[src/rtl/penc_4x2_seq_if.sv]
// penc_4x2_seq_if: request/code bundle for the registered 4-to-2 priority encoder.
// master = request source / code consumer, slave = the encoder itself.
interface penc_4x2_seq_if;
  logic [3:0] d;
  logic       ready;
  logic       E;
  logic       a;
  logic       b;
  logic [3:0] pend;
  logic       ovf;

  modport master (
    output d, ready,
    input  E, a, b, pend, ovf
  );

  modport slave (
    input  d, ready,
    output E, a, b, pend, ovf
  );
endinterface

[src/rtl/penc_4x2_seq.sv]
// penc_4x2_seq: registered 4-to-2 priority encoder with request buffering and a
// valid/ready output handshake. Request pulses on d are collected in a pending
// register and handed out one index at a time as {b,a} qualified by E.
// Build option: define ROUND_ROBIN_EN for round-robin selection instead of
// fixed highest-index-wins priority.
module penc_4x2_seq (
  input logic            clk,
  input logic            rst,
  penc_4x2_seq_if.slave  bus
);

  // state | meaning
  // IDLE  | output slot empty, E=0, code forced to 0
  // HOLD  | code presented with E=1, waiting for ready
  localparam logic [0:0] IDLE = 1'b0;
  localparam logic [0:0] HOLD = 1'b1;

  logic [0:0] state;
  logic [1:0] code;
  logic [3:0] p;
  logic       ovf_q;

  logic       load;
  logic [1:0] sel;
  logic [3:0] load_mask;

`ifdef ROUND_ROBIN_EN
  logic [1:0] ptr;

  // Round-robin search starting just after the last delivered index; the loop
  // runs backwards so the earliest candidate in search order is written last.
  always_comb begin
    sel = ptr;
    for (int i = 4; i >= 1; i--) begin
      if (p[ptr + 2'(i)]) sel = ptr + 2'(i);
    end
  end

  // Pointer remembers the index most recently loaded into the output slot.
  always_ff @(posedge clk or posedge rst) begin
    if (rst)       ptr <= 2'd3;
    else if (load) ptr <= sel;
  end
`else
  // Fixed priority: highest pending index wins.
  always_comb begin
    sel = 2'd0;
    if (p[1]) sel = 2'd1;
    if (p[2]) sel = 2'd2;
    if (p[3]) sel = 2'd3;
  end
`endif

  // A load happens whenever something is pending and the slot is free or being freed.
  always_comb begin
    load      = (|p) && ((state == IDLE) || bus.ready);
    load_mask = load ? (4'b0001 << sel) : 4'b0000;
  end

  // Output slot FSM: holds the code stable until handshake, reloads back-to-back.
  always_ff @(posedge clk or posedge rst) begin
    if (rst) begin
      state <= IDLE;
      code  <= 2'd0;
    end else begin
      case (state)
        IDLE: begin
          if (load) begin
            code  <= sel;
            state <= HOLD;
          end
        end
        HOLD: begin
          if (bus.ready) begin
            if (load) begin
              code <= sel;
            end else begin
              code  <= 2'd0;
              state <= IDLE;
            end
          end
        end
        default: begin
          code  <= 2'd0;
          state <= IDLE;
        end
      endcase
    end
  end

  // Pending register: new requests OR in after the loaded bit is cleared, so a
  // same-edge set of the loaded line survives as a fresh entry.
  always_ff @(posedge clk or posedge rst) begin
    if (rst) p <= 4'b0000;
    else     p <= (p & ~load_mask) | bus.d;
  end

  // Sticky overflow: a request hit a line that was already pending and not leaving.
  always_ff @(posedge clk or posedge rst) begin
    if (rst)                              ovf_q <= 1'b0;
    else if (|(bus.d & p & ~load_mask))   ovf_q <= 1'b1;
  end

  assign bus.E    = (state == HOLD);
  assign bus.a    = code[0];
  assign bus.b    = code[1];
  assign bus.pend = p;
  assign bus.ovf  = ovf_q;

endmodule
[src/flat_wrapper.sv]
// flat-port wrapper written by rule: the top's interface ports become plain ports
module penc_4x2_seq_flat 
  (clk, rst, bus_d, bus_ready, bus_E, bus_a, bus_b, bus_pend, bus_ovf);
  penc_4x2_seq_if bus_i ();
  input logic clk;
  input logic rst;
  input wire logic [$bits(bus_i.d)-1:0] bus_d;
  input wire logic [$bits(bus_i.ready)-1:0] bus_ready;
  output wire logic [$bits(bus_i.E)-1:0] bus_E;
  output wire logic [$bits(bus_i.a)-1:0] bus_a;
  output wire logic [$bits(bus_i.b)-1:0] bus_b;
  output wire logic [$bits(bus_i.pend)-1:0] bus_pend;
  output wire logic [$bits(bus_i.ovf)-1:0] bus_ovf;
  assign bus_i.d = bus_d;
  assign bus_i.ready = bus_ready;
  assign bus_E = bus_i.E;
  assign bus_a = bus_i.a;
  assign bus_b = bus_i.b;
  assign bus_pend = bus_i.pend;
  assign bus_ovf = bus_i.ovf;
  penc_4x2_seq u_core (.clk(clk), .rst(rst), .bus(bus_i));
endmodule
[config.mk]
export PLATFORM = sky130hd
export DESIGN_NAME = penc_4x2_seq_flat
export DESIGN_NICKNAME = d
export VERILOG_FILES = /design/src/rtl/penc_4x2_seq_if.sv /design/src/rtl/penc_4x2_seq.sv /design/src/flat_wrapper.sv
export SDC_FILE = /design/constraint.sdc
export NUM_CORES = 1
export LEC_CHECK = 0
export ABC_AREA = 0
export BUFFER_PORTS_ARGS = -buffer_cell sky130_fd_sc_hd__buf_2
export CORE_AREA = 4 4 41 43
export DETAILED_ROUTE_END_ITERATION = 8
export DIE_AREA = 0 0 45 47
export SLEW_MARGIN = 5
export SYNTH_ARGS = -nofsm -noshare
export SYNTH_HDL_FRONTEND = slang
export SYNTH_SLANG_ARGS = --single-unit
[constraint.sdc]
create_clock -name clk -period 1.35 [get_ports clk]
set_input_delay 0.27 -clock clk [delete_from_list [all_inputs] [get_ports clk]]
set_output_delay 0.27 -clock clk [all_outputs]
set_load 0.02 [all_outputs]
== Word level (Yosys, flattened, before mapping) ==
Index checks and enable logic that the tools add are counted.
W data, S select, Z words.

* Logic and storage cells: 29
* Output and inout port bits: 8
* Input bits: 7
* Register bits: 8

* Shift-type cells: 1
* Equal/unequal tests: 2
* Reduce and logical (&&, ||, !) cells: 5
* Muxes and demuxes: 11
* Bitwise logic cells: 6

{| class="wikitable"
|+ Operator list
! operator !! number
|-
| $and A4 B4 Y4 || 3
|-
| $mux W2 || 5
|-
| $reduce_or A4 Y1 || 2
|-
| $mux W4 || 1
|-
| $not A4 Y4 || 1
|-
| $or A4 B4 Y4 || 1
|-
| $pmux W2 S2 || 1
|-
| $shl A1 B2 Y4 const A || 1
|-
| $mux W1 || 3
|-
| $ne A2 B1 Y1 const B || 1
|-
| $ne A2 B2 Y1 const B || 1
|-
| $pmux W1 S2 || 1
|-
| $reduce_and A2 Y1 || 1
|-
| $logic_and A1 B1 Y1 || 1
|-
| $logic_or A1 B1 Y1 || 1
|-
| $not A1 Y1 || 1
|}

== Depth between registers and ports, before layout ==
Gate-level depths: netlist (run 1).

* Depth in word-level cells: 8
* Depth in mapped cells: 4
* Gate-level depth less buffers: 3

== Worst setup path after synthesis (run 1) ==
OpenSTA, ideal clock, no wires.

* Kind: reg2reg
* From: register u_core.p[3], in the netlist u_core.bus.pend[3]
* To: register u_core.state, in the netlist u_core.bus.E
* Cell stages (with the launch flop): 3
* Slack: 0.053 ns
* Library setup time: 0.139 ns
* Required time: 1.211 ns
* Buffers on the path: 0
* Arrival: 1.158 ns
* Period minus slack after synthesis: 1.297 ns
* Cell sequence: dfrtp_1 -> or2_4 -> or4_1

* Word-level cells in the longest chain between the ends: 5

{| class="wikitable"
|+ RTL lines
! what !! line !! RTL
|-
| start, declared || penc_4x2_seq.sv:20 || <nowiki>logic [3:0] p;</nowiki>
|-
| start signal, assigned || penc_4x2_seq.sv:95 || <nowiki>else p <= (p & ~load_mask) | bus.d;</nowiki>
|-
| $reduce_or A4 Y1 (*) || penc_4x2_seq.sv:56 || <nowiki>load = (|p) && ((state == IDLE) || bus.ready);</nowiki>
|-
| $logic_and A1 B1 Y1 (*) || penc_4x2_seq.sv:56 ||
|-
| $mux W1 (*) || penc_4x2_seq.sv:68, penc_4x2_seq.sv:75 ||
|-
| $mux W1 || penc_4x2_seq.sv:74 || <nowiki>if (bus.ready) begin</nowiki>
|-
| $pmux W1 S2 (*) || penc_4x2_seq.sv:66 || <nowiki>case (state)</nowiki>
|-
| end signal, assigned || penc_4x2_seq.sv:63 || <nowiki>state <= IDLE;</nowiki>
|-
| end signal, assigned || penc_4x2_seq.sv:70 || <nowiki>state <= HOLD;</nowiki>
|-
| end signal, assigned || penc_4x2_seq.sv:79 || <nowiki>state <= IDLE;</nowiki>
|-
| end, declared || penc_4x2_seq.sv:18 || <nowiki>logic [0:0] state;</nowiki>
|}

Mark *: on every way between the ends. The rest lies on a longest branch, timed or not.
A chain may end at the register's enable or synchronous reset.

== Worst setup path in the final report (run 1) ==
* From: register u_core.p[2], in the netlist u_core.bus.pend[2]
* To: output bus_pend[2]

{| class="wikitable"
|+ RTL lines
! what !! line !! RTL
|-
| end, declared || flat_wrapper.sv:12 || <nowiki>output wire logic [$bits(bus_i.pend)-1:0] bus_pend;</nowiki>
|}

No word-level cell between the ends.

==> results.toml, run 1 <==
[run_status]
status = "complete, no violations"

[setup_path]
cp_cell_sequence = "buf_4 -> buf_2"
crit_type = "register to output pin"
cp.required_ns = 1.08
r2r_setup_slack_ns = 0.19
cp-end-kind = "output pin"
slowest_delay_ns = 0.39
slowest_stage = "dfrtp_1"
r2r.worst_path.cells = 3
startpoint_type = "register"
crit_arrival_ns = 0.95
reg2reg_to = "u_core.bus.ovf$_DFFE_PP0P_"
critPathMaxFanout = 6
r2r_start = "u_core.bus.pend[2]$_DFF_PP0_"

[clock_tree]
cts_tree = "built"
root_buffer = "clkbuf_4"
clk_pin_slew_ns = 0.06
clk_path_buf_depth = 2
htreeDepth = 1
insertion_delay_ns = 0.25
clock-sinks = 8
cts_buffers = 3
ctsResizeCount = 0

[layout]
final_cell_mix = "buf_2, dfrtp_1, o21ai_0"
n_antenna_cell = 0
synthToLayoutAreaGrowth_pct = 36.6
final_nets = 62
mostFrequentLayoutCell = "buf_2"
drive_gt1_share_pct = 41.5

[pwr]
ir_drop_mv = 0.489
power_leakage_nw = 0.212
power_w = 0.000517
power-per-cell-area_nw_per_um2 = 1050

[timing]
hold_viol = 0
worst_pin_slew_ns = 0.314
rsz0062_at_grt = "no"
setup_viol = 0
setup-tns-final_ns = 0
clock_skew_ns = 0.00213
fmaxAchievable_mhz = 819
layout_worst_path_cycle_share_pct = 90.4
fin_crit_ns = 1.22
relSlewSlack_pct = 79.1
slew_viol_final = 0

[floorplan]
coreArea_um2 = 1300
fp.dieH_um = 47
start_util_pct = 27.6
num_io_pins = 15
rows = 13
dieArea_um2 = 2120
die_x_um = 45

[min_path]
hold_start = "bus_d[2]"
hold_depth = 2
min_path_type = "primary input to register"
worst_hold_path.endpoint = "u_core.bus.pend[2]$_DFF_PP0_"

[logic_synthesis]
yosys_warnings = 0
ys_seq_area_share_pct = 55.7
synth_cells = 34
synth_area_leaders = "dfrtp_1, o21ai_0, nor2b_4, nand2b_1, inv_1"
synth_edf_count = 0
syn_area_um2 = 359
synth_flop_cell = "dfrtp_1"
synth_cell_types = 19
ys_ff_latch = 8
syn_avg_cell_area_um2 = 10.6
synth_area_leader_cell = "dfrtp_1"
ys_async_sr_fraction_pct = 100
synth_fp_nets = 41
synth_top_cell_area_share_pct = 55.7

[routing]
wirelength_um = 794
routed-via-count = 315
wire_per_inst_um = 11.7
initialDrtViolationCount = 4
first_pass_iters = 2
viasPerCell = 4.63
antenna_left = 0
drc = 0

[run]
cap_violations = 0

[grt]
grt_pass1_wl_um = 1330
gr-total-overflow = 0
track_usage_pct = 8.92
antenna_found_initial = 0
grt_max_degree = 13
first_global_vias = 312

[place]
gp_congestion = 0.802
port_buffers = 14
post-dp-hpwl_um = 611
worst max-delay path, delay by kind of cell, from the launching register on:
family	cells	cell delay, ns
buffers and inverters	2	0.31
DFF	1	0.39
metal layers:
| layer | GRT usage (%) | share of wire [%] |
|---|---|---|
| met2 | 13.8 | 46 |
| met1 | 11.2 | 45 |
| met5 | 0 | 0 |
| met3 | 3.45 | 8.7 |
| met4 | 3.51 | 0 |
where the power goes:
group	internal (W)	switching (W)	leakage [nW]
logic	0.0000327	0.0000451	0.121
clock network	0.000102	0.0000819	0.0138
registers	0.000250	0.00000558	0.0780
total	0.000385	0.000133	0.212
through the flow:
stage	hold WS [ns]	util (%)	area, um^2	cells	setup WS [ns]
finish	0.218	37.7	490	68	0.129
global route	0.226	37.7	490	68	0.103
CTS	0.214	37.7	490	68	0.124
detailed placement	0.236	35.2	458	64	0.194
global placement	0.237	35.2	458	64	0.190
floorplan	0.0857	-	359	34	0.0531
state kept, by name (all words and copies together) (netlist names):
| signal | flops |
|---|---|
| u_core.code | 2 |
| u_core.bus.ovf | 1 |
| u_core.bus.E | 1 |
| u_core.bus.pend | 4 |
cell type report:
| cell class | instances | area [um^2] |
|---|---|---|
| clock buffers | 3 | 22.5 |
| flip-flops and latches | 8 | 200 |
| inverters | 3 | 11.3 |
| multi-input cells | 22 | 143 |
| fillers | 147 | 811 |
| well taps | 15 | 18.8 |
| repair buffers | 17 | 95.1 |
kinds of logic (layout without fill, tap and decap cells):
group | after synthesis | in the layout | synth area share [%]
AO/OA/AOI/OAI | 13 | 13 | 23.0
flip-flops | 8 | 8 | 55.7
buffers and inverters | 4 | 23 | 4.53
AND/OR/NAND/NOR | 9 | 9 | 16.7
worst max-delay path by stage:
stage | startpoint | end | slack (ns) | cells after the start
global placement | u_core.bus.E$_DFF_PP0_ | u_core.bus.E$_DFF_PP0_ | 0.19 | 2
floorplan | u_core.bus.pend[3]$_DFF_PP0_ | u_core.bus.E$_DFF_PP0_ | 0.05 | 2
detailed placement | u_core.bus.E$_DFF_PP0_ | u_core.bus.E$_DFF_PP0_ | 0.19 | 2
CTS | u_core.bus.pend[2]$_DFF_PP0_ | bus_pend[2] | 0.12 | 2
global route | u_core.bus.pend[3]$_DFF_PP0_ | bus_pend[3] | 0.10 | 2
finish | u_core.bus.pend[2]$_DFF_PP0_ | bus_pend[2] | 0.13 | 2
synthesized netlist by cell type, drive strengths merged, types with 2 or more instances:
cell and count:
dfrtp 8, nor3 2, o21ai 6, nand2b 2, inv 3
what timing repair did:
action,in CTS,in global routing
hold endpoints to repair,8,0
hold buffers,1,0
setup buffers,0,0
Power figures use the tool's default switching activity.
==> run 2, diff against run 1 <==
--- a/config.mk
+++ b/config.mk
@@ -10,6 +10,7 @@
 export CORE_AREA = 4 4 41 43
 export DETAILED_ROUTE_END_ITERATION = 8
 export DIE_AREA = 0 0 45 47
+export PLACE_DENSITY = 0.48
 export SLEW_MARGIN = 5
 export SYNTH_ARGS = -nofsm -noshare
 export SYNTH_HDL_FRONTEND = slang
==> results.toml, run 2 (synthesis results as in run 1) <==
[grt]
track_usage_pct = 8.62
first_global_vias = 292
grt_max_degree = 13
grt_pass1_wl_um = 1220
gr-total-overflow = 0
antenna_found_initial = 0

[clock_tree]
ctsResizeCount = 0
clock-sinks = 8
clk_pin_slew_ns = 0.05
cts_buffers = 3
insertion_delay_ns = 0.25
htreeDepth = 1
clk_path_buf_depth = 2
root_buffer = "clkbuf_4"
cts_tree = "built"

[timing]
rsz0062_at_grt = "no"
setup_viol = 0
worst_pin_slew_ns = 0.300
fin_crit_ns = 1.20
clock_skew_ns = 0.00174
fmaxAchievable_mhz = 832
slew_viol_final = 0
setup-tns-final_ns = 0
hold_viol = 0
relSlewSlack_pct = 80.0
layout_worst_path_cycle_share_pct = 89.0

[routing]
first_pass_iters = 2
wirelength_um = 740
antenna_left = 0
drc = 0
initialDrtViolationCount = 1
viasPerCell = 4.63
wire_per_inst_um = 10.9
routed-via-count = 315

[run_status]
status = "complete, no violations"

[place]
gp_congestion = 0.631
port_buffers = 14
post-dp-hpwl_um = 565

[setup_path]
startpoint_type = "register"
critPathMaxFanout = 7
cp.required_ns = 1.08
crit_type = "register to output pin"
crit_arrival_ns = 0.93
cp-end-kind = "output pin"

[pwr]
power_leakage_nw = 0.212
ir_drop_mv = 0.399
power-per-cell-area_nw_per_um2 = 1050
power_w = 0.000516

[layout]
synthToLayoutAreaGrowth_pct = 36.6
final_nets = 62
final_cell_mix = "buf_2, dfrtp_1, o21ai_0"
largest_reg_flops = 4
n_antenna_cell = 0
fillCellCount = 146
seq_area_um2 = 200
drive_gt1_share_pct = 41.5
mostFrequentLayoutCell = "buf_2"
multi_input_area_um2 = 143

[min_path]
min_path_type = "primary input to register"

[floorplan]
fp.dieH_um = 47
coreArea_um2 = 1300
start_util_pct = 27.6
rows = 13
die_x_um = 45
num_io_pins = 15
dieArea_um2 = 2120

[run]
cap_violations = 0
[run 2: cell counts in the layout (fill, tap and decap cells not counted)]
Identical to the previous run, type by type.
[run 2: final timing paths]
| kind | startpoint | endpoint | slack (ns) | cells after the start |
|---|---|---|---|---|
| min | bus_d[3] | u_core.bus.pend[3]$_DFF_PP0_ | 0.21 | 2 |
| min reg2reg | u_core.code[0]$_DFFE_PP0P_ | u_core.code[0]$_DFFE_PP0P_ | 0.48 | 2 |
| min in group asynchronous | rst | u_core.bus.E$_DFF_PP0_ | 0.50 | 3 |
| max in group asynchronous | rst | u_core.bus.pend[2]$_DFF_PP0_ | 0.62 | 3 |
| max | u_core.bus.pend[3]$_DFF_PP0_ | bus_pend[3] | 0.15 | 2 |
| max reg2reg | u_core.bus.pend[3]$_DFF_PP0_ | u_core.bus.ovf$_DFFE_PP0P_ | 0.17 | 3 |
[run 2: cell type report]
class                   count  share of cell area (%)
well taps                  15                    3.83
multi-input cells          22                    29.1
flip-flops and latches      8                    40.8
repair buffers             17                    19.4
inverters                   3                    2.30
clock buffers               3                    4.59
[run 2: worst max-delay path, cell delays in order (launching register included)]
cell	delay, ns
dfrtp_1	0.37
buf_4	0.16
buf_2	0.15
[run 2: where the power goes]
group	switching, W	internal (W)
Combinational	0.0000447	0.0000327
Sequential	0.00000531	0.000250
Clock	0.0000816	0.000102
Total	0.000132	0.000385
[run 2: metrics by stage]
step | setup slack [ns] | area (um^2) | hold slack [ns] | util [%] | cells
after floorplan | 0.0531 | 359 | 0.0857 | - | 34
after global placement | 0.187 | 458 | 0.232 | 35.2 | 64
after detailed placement | 0.182 | 458 | 0.224 | 35.2 | 64
after CTS | 0.132 | 490 | 0.203 | 37.7 | 68
after global routing | 0.102 | 490 | 0.224 | 37.7 | 68
final | 0.148 | 490 | 0.213 | 37.7 | 68
[run 2: timing repair]
action / in CTS / in global routing
endpoints found under the hold margin: 8 / 0
hold buffers: 1 / 0
buffers inserted: 0 / 0
[run 2: layer usage]
metal | vias up | wire length (um) | share of wire, % | track usage (%)
li1 | 162 | - | - | -
met1 | 141 | 353 | 48 | 10.5
met2 | 12 | 318 | 43 | 11.9
met3 | 0 | 68 | 9.2 | 2.30
met4 | 0 | 0 | 0 | 8.77
met5 | - | 0 | 0 | 0
==> run 3, diff against run 2 <==
--- a/config.mk
+++ b/config.mk
@@ -8,9 +8,11 @@
 export ABC_AREA = 0
 export BUFFER_PORTS_ARGS = -buffer_cell sky130_fd_sc_hd__buf_2
 export CORE_AREA = 4 4 41 43
+export CTS_BUF_LIST = sky130_fd_sc_hd__clkbuf_8
 export DETAILED_ROUTE_END_ITERATION = 8
 export DIE_AREA = 0 0 45 47
 export PLACE_DENSITY = 0.48
+export SETUP_SLACK_MARGIN = 0.4
 export SLEW_MARGIN = 5
 export SYNTH_ARGS = -nofsm -noshare
 export SYNTH_HDL_FRONTEND = slang
==> results.toml, run 3 (synthesis results as in run 1) <==
[timing]
setup_viol = 0
hold_ws_ns = 0.254
layout_worst_path_cycle_share_pct = 88.1
relSlewSlack_pct = 79.3
worst_pin_slew_ns = 0.310
setup-tns-final_ns = 0
fin_crit_ns = 1.19
fmaxAchievable_mhz = 840
slew_viol_final = 0
rsz0062_at_grt = "yes"
clock_skew_ns = 0.000573
hold_viol = 0

[layout]
mostFrequentLayoutCell = "buf_6"
fillCellCount = 129
final_cell_mix = "buf_6, buf_4, buf_2"
drive_gt1_share_pct = 65.2
multi_input_area_um2 = 189
synthToLayoutAreaGrowth_pct = 98.6
final_nets = 74
seq_area_um2 = 205
n_antenna_cell = 0
largest_reg_flops = 4

[grt]
grt_use_met3_pct = 4.60
grt_max_degree = 10
grt_use_met2_pct = 18.4
track_usage_pct = 10.7
grt_pass1_wl_um = 1540
gr-total-overflow = 0
gr-max-usage-layer = "met2"
grt_util_met1_pct = 11.9
antenna_found_initial = 0
first_global_vias = 372

[floorplan]
dieArea_um2 = 2120
num_io_pins = 15
coreArea_um2 = 1300
start_util_pct = 27.6
fp.dieH_um = 47
die_x_um = 45
rows = 13

[routing]
wirelength_um = 1020
first_pass_iters = 4
wire_per_inst_um = 12.6
antenna_left = 0
routed-via-count = 373
drc = 0
viasPerCell = 4.60
initialDrtViolationCount = 1

[min_path]
worst_hold_path.endpoint = "u_core.bus.pend[1]$_DFF_PP0_"
hold_depth = 3
hold_start = "bus_d[1]"
min_path_type = "primary input to register"

[pwr]
ir_drop_mv = 0.669
power-per-cell-area_nw_per_um2 = 961
power_leakage_nw = 0.321

[place]
gp_congestion = 0.692
post-dp-hpwl_um = 617
port_buffers = 14

[clock_tree]
clock-sinks = 8
insertion_delay_ns = 0.22
clk_path_buf_depth = 2
root_buffer = "clkbuf_8"
htreeDepth = 1
cts_buffers = 3
clk_pin_slew_ns = 0.04
cts_tree = "built"

[setup_path]
cp-end-kind = "register"
r2r_setup_slack_ns = 0.16
critPathMaxFanout = 4
reg2reg_to = "u_core.bus.E$_DFF_PP0_"
r2r_start = "u_core.bus.pend[2]$_DFF_PP0_"
startpoint_type = "register"
crit_type = "register to register"
r2r.worst_path.cells = 2
crit_arrival_ns = 1.28
cp.required_ns = 1.44

[run_status]
status = "complete, no violations"

[run]
cap_violations = 0
## run 3: cell count changes in the layout (fill, tap and decap cells not counted), sizes merged
| cell | change |
|---|---|
| buf | +12 |
| inv | +1 |
## run 3: what timing repair did
item	4_1_cts	5_1_grt
endpoints found under the hold margin	8	0
pin swaps	2	2
hold buffers	1	0
endpoints found under the setup margin	12	16
resized for setup	18	9
buffers inserted	10	3
## run 3: cell type report
cell class / instances / share of cell area (%)
timing repair buffer: 29 / 34.2
sequential: 8 / 28.8
multi-input combinational: 22 / 26.5
clock buffer: 3 / 5.79
tap: 15 / 2.63
inverter: 3 / 1.58
clock inverter: 1 / 0.526
## run 3: critical path, cell delays in order (launching register included)
cell,delay (ns)
dfrtp_2,0.39
or2_4,0.27
or4_1,0.39
## run 3: layer usage
layer,part of all wire [%],routed length (um)
met1,45,454
met2,50,508
met3,5.5,56
met4,0,0
met5,0,0
## run 3: worst max path at each step
stage	start	end	slack, ns
floorplan	u_core.bus.pend[2]$_DFF_PP0_	u_core.bus.E$_DFF_PP0_	0.10
global placement	u_core.bus.pend[3]$_DFF_PP0_	u_core.bus.ovf$_DFFE_PP0P_	0.14
detailed placement	u_core.bus.pend[3]$_DFF_PP0_	u_core.bus.ovf$_DFFE_PP0P_	0.1
CTS	u_core.bus.pend[2]$_DFF_PP0_	u_core.bus.ovf$_DFFE_PP0P_	0.16
global route	u_core.bus.pend[2]$_DFF_PP0_	u_core.bus.ovf$_DFFE_PP0P_	0.12
finish	u_core.bus.pend[2]$_DFF_PP0_	u_core.bus.E$_DFF_PP0_	0.16
## run 3: metrics by stage
stage	power, W	utilization (%)	worst slack [ns]	cell area [um^2]	instances
after floorplan	0.000309	-	0.101	369	34
after global placement	0.000337	34.9	0.140	454	63
after detailed placement	0.000336	34.9	0.0993	454	63
after CTS	0.000673	49.6	0.160	646	78
after global routing	0.000720	54.8	0.120	713	81
final	0.000685	54.8	0.160	713	81
## run 3: power by group
part	leakage [nW]	switching, W	internal (W)
clock network	0.0269	0.0000942	0.000197
logic	0.218	0.0000603	0.0000733
registers	0.0760	0.00000838	0.000252
total	0.321	0.000163	0.000522
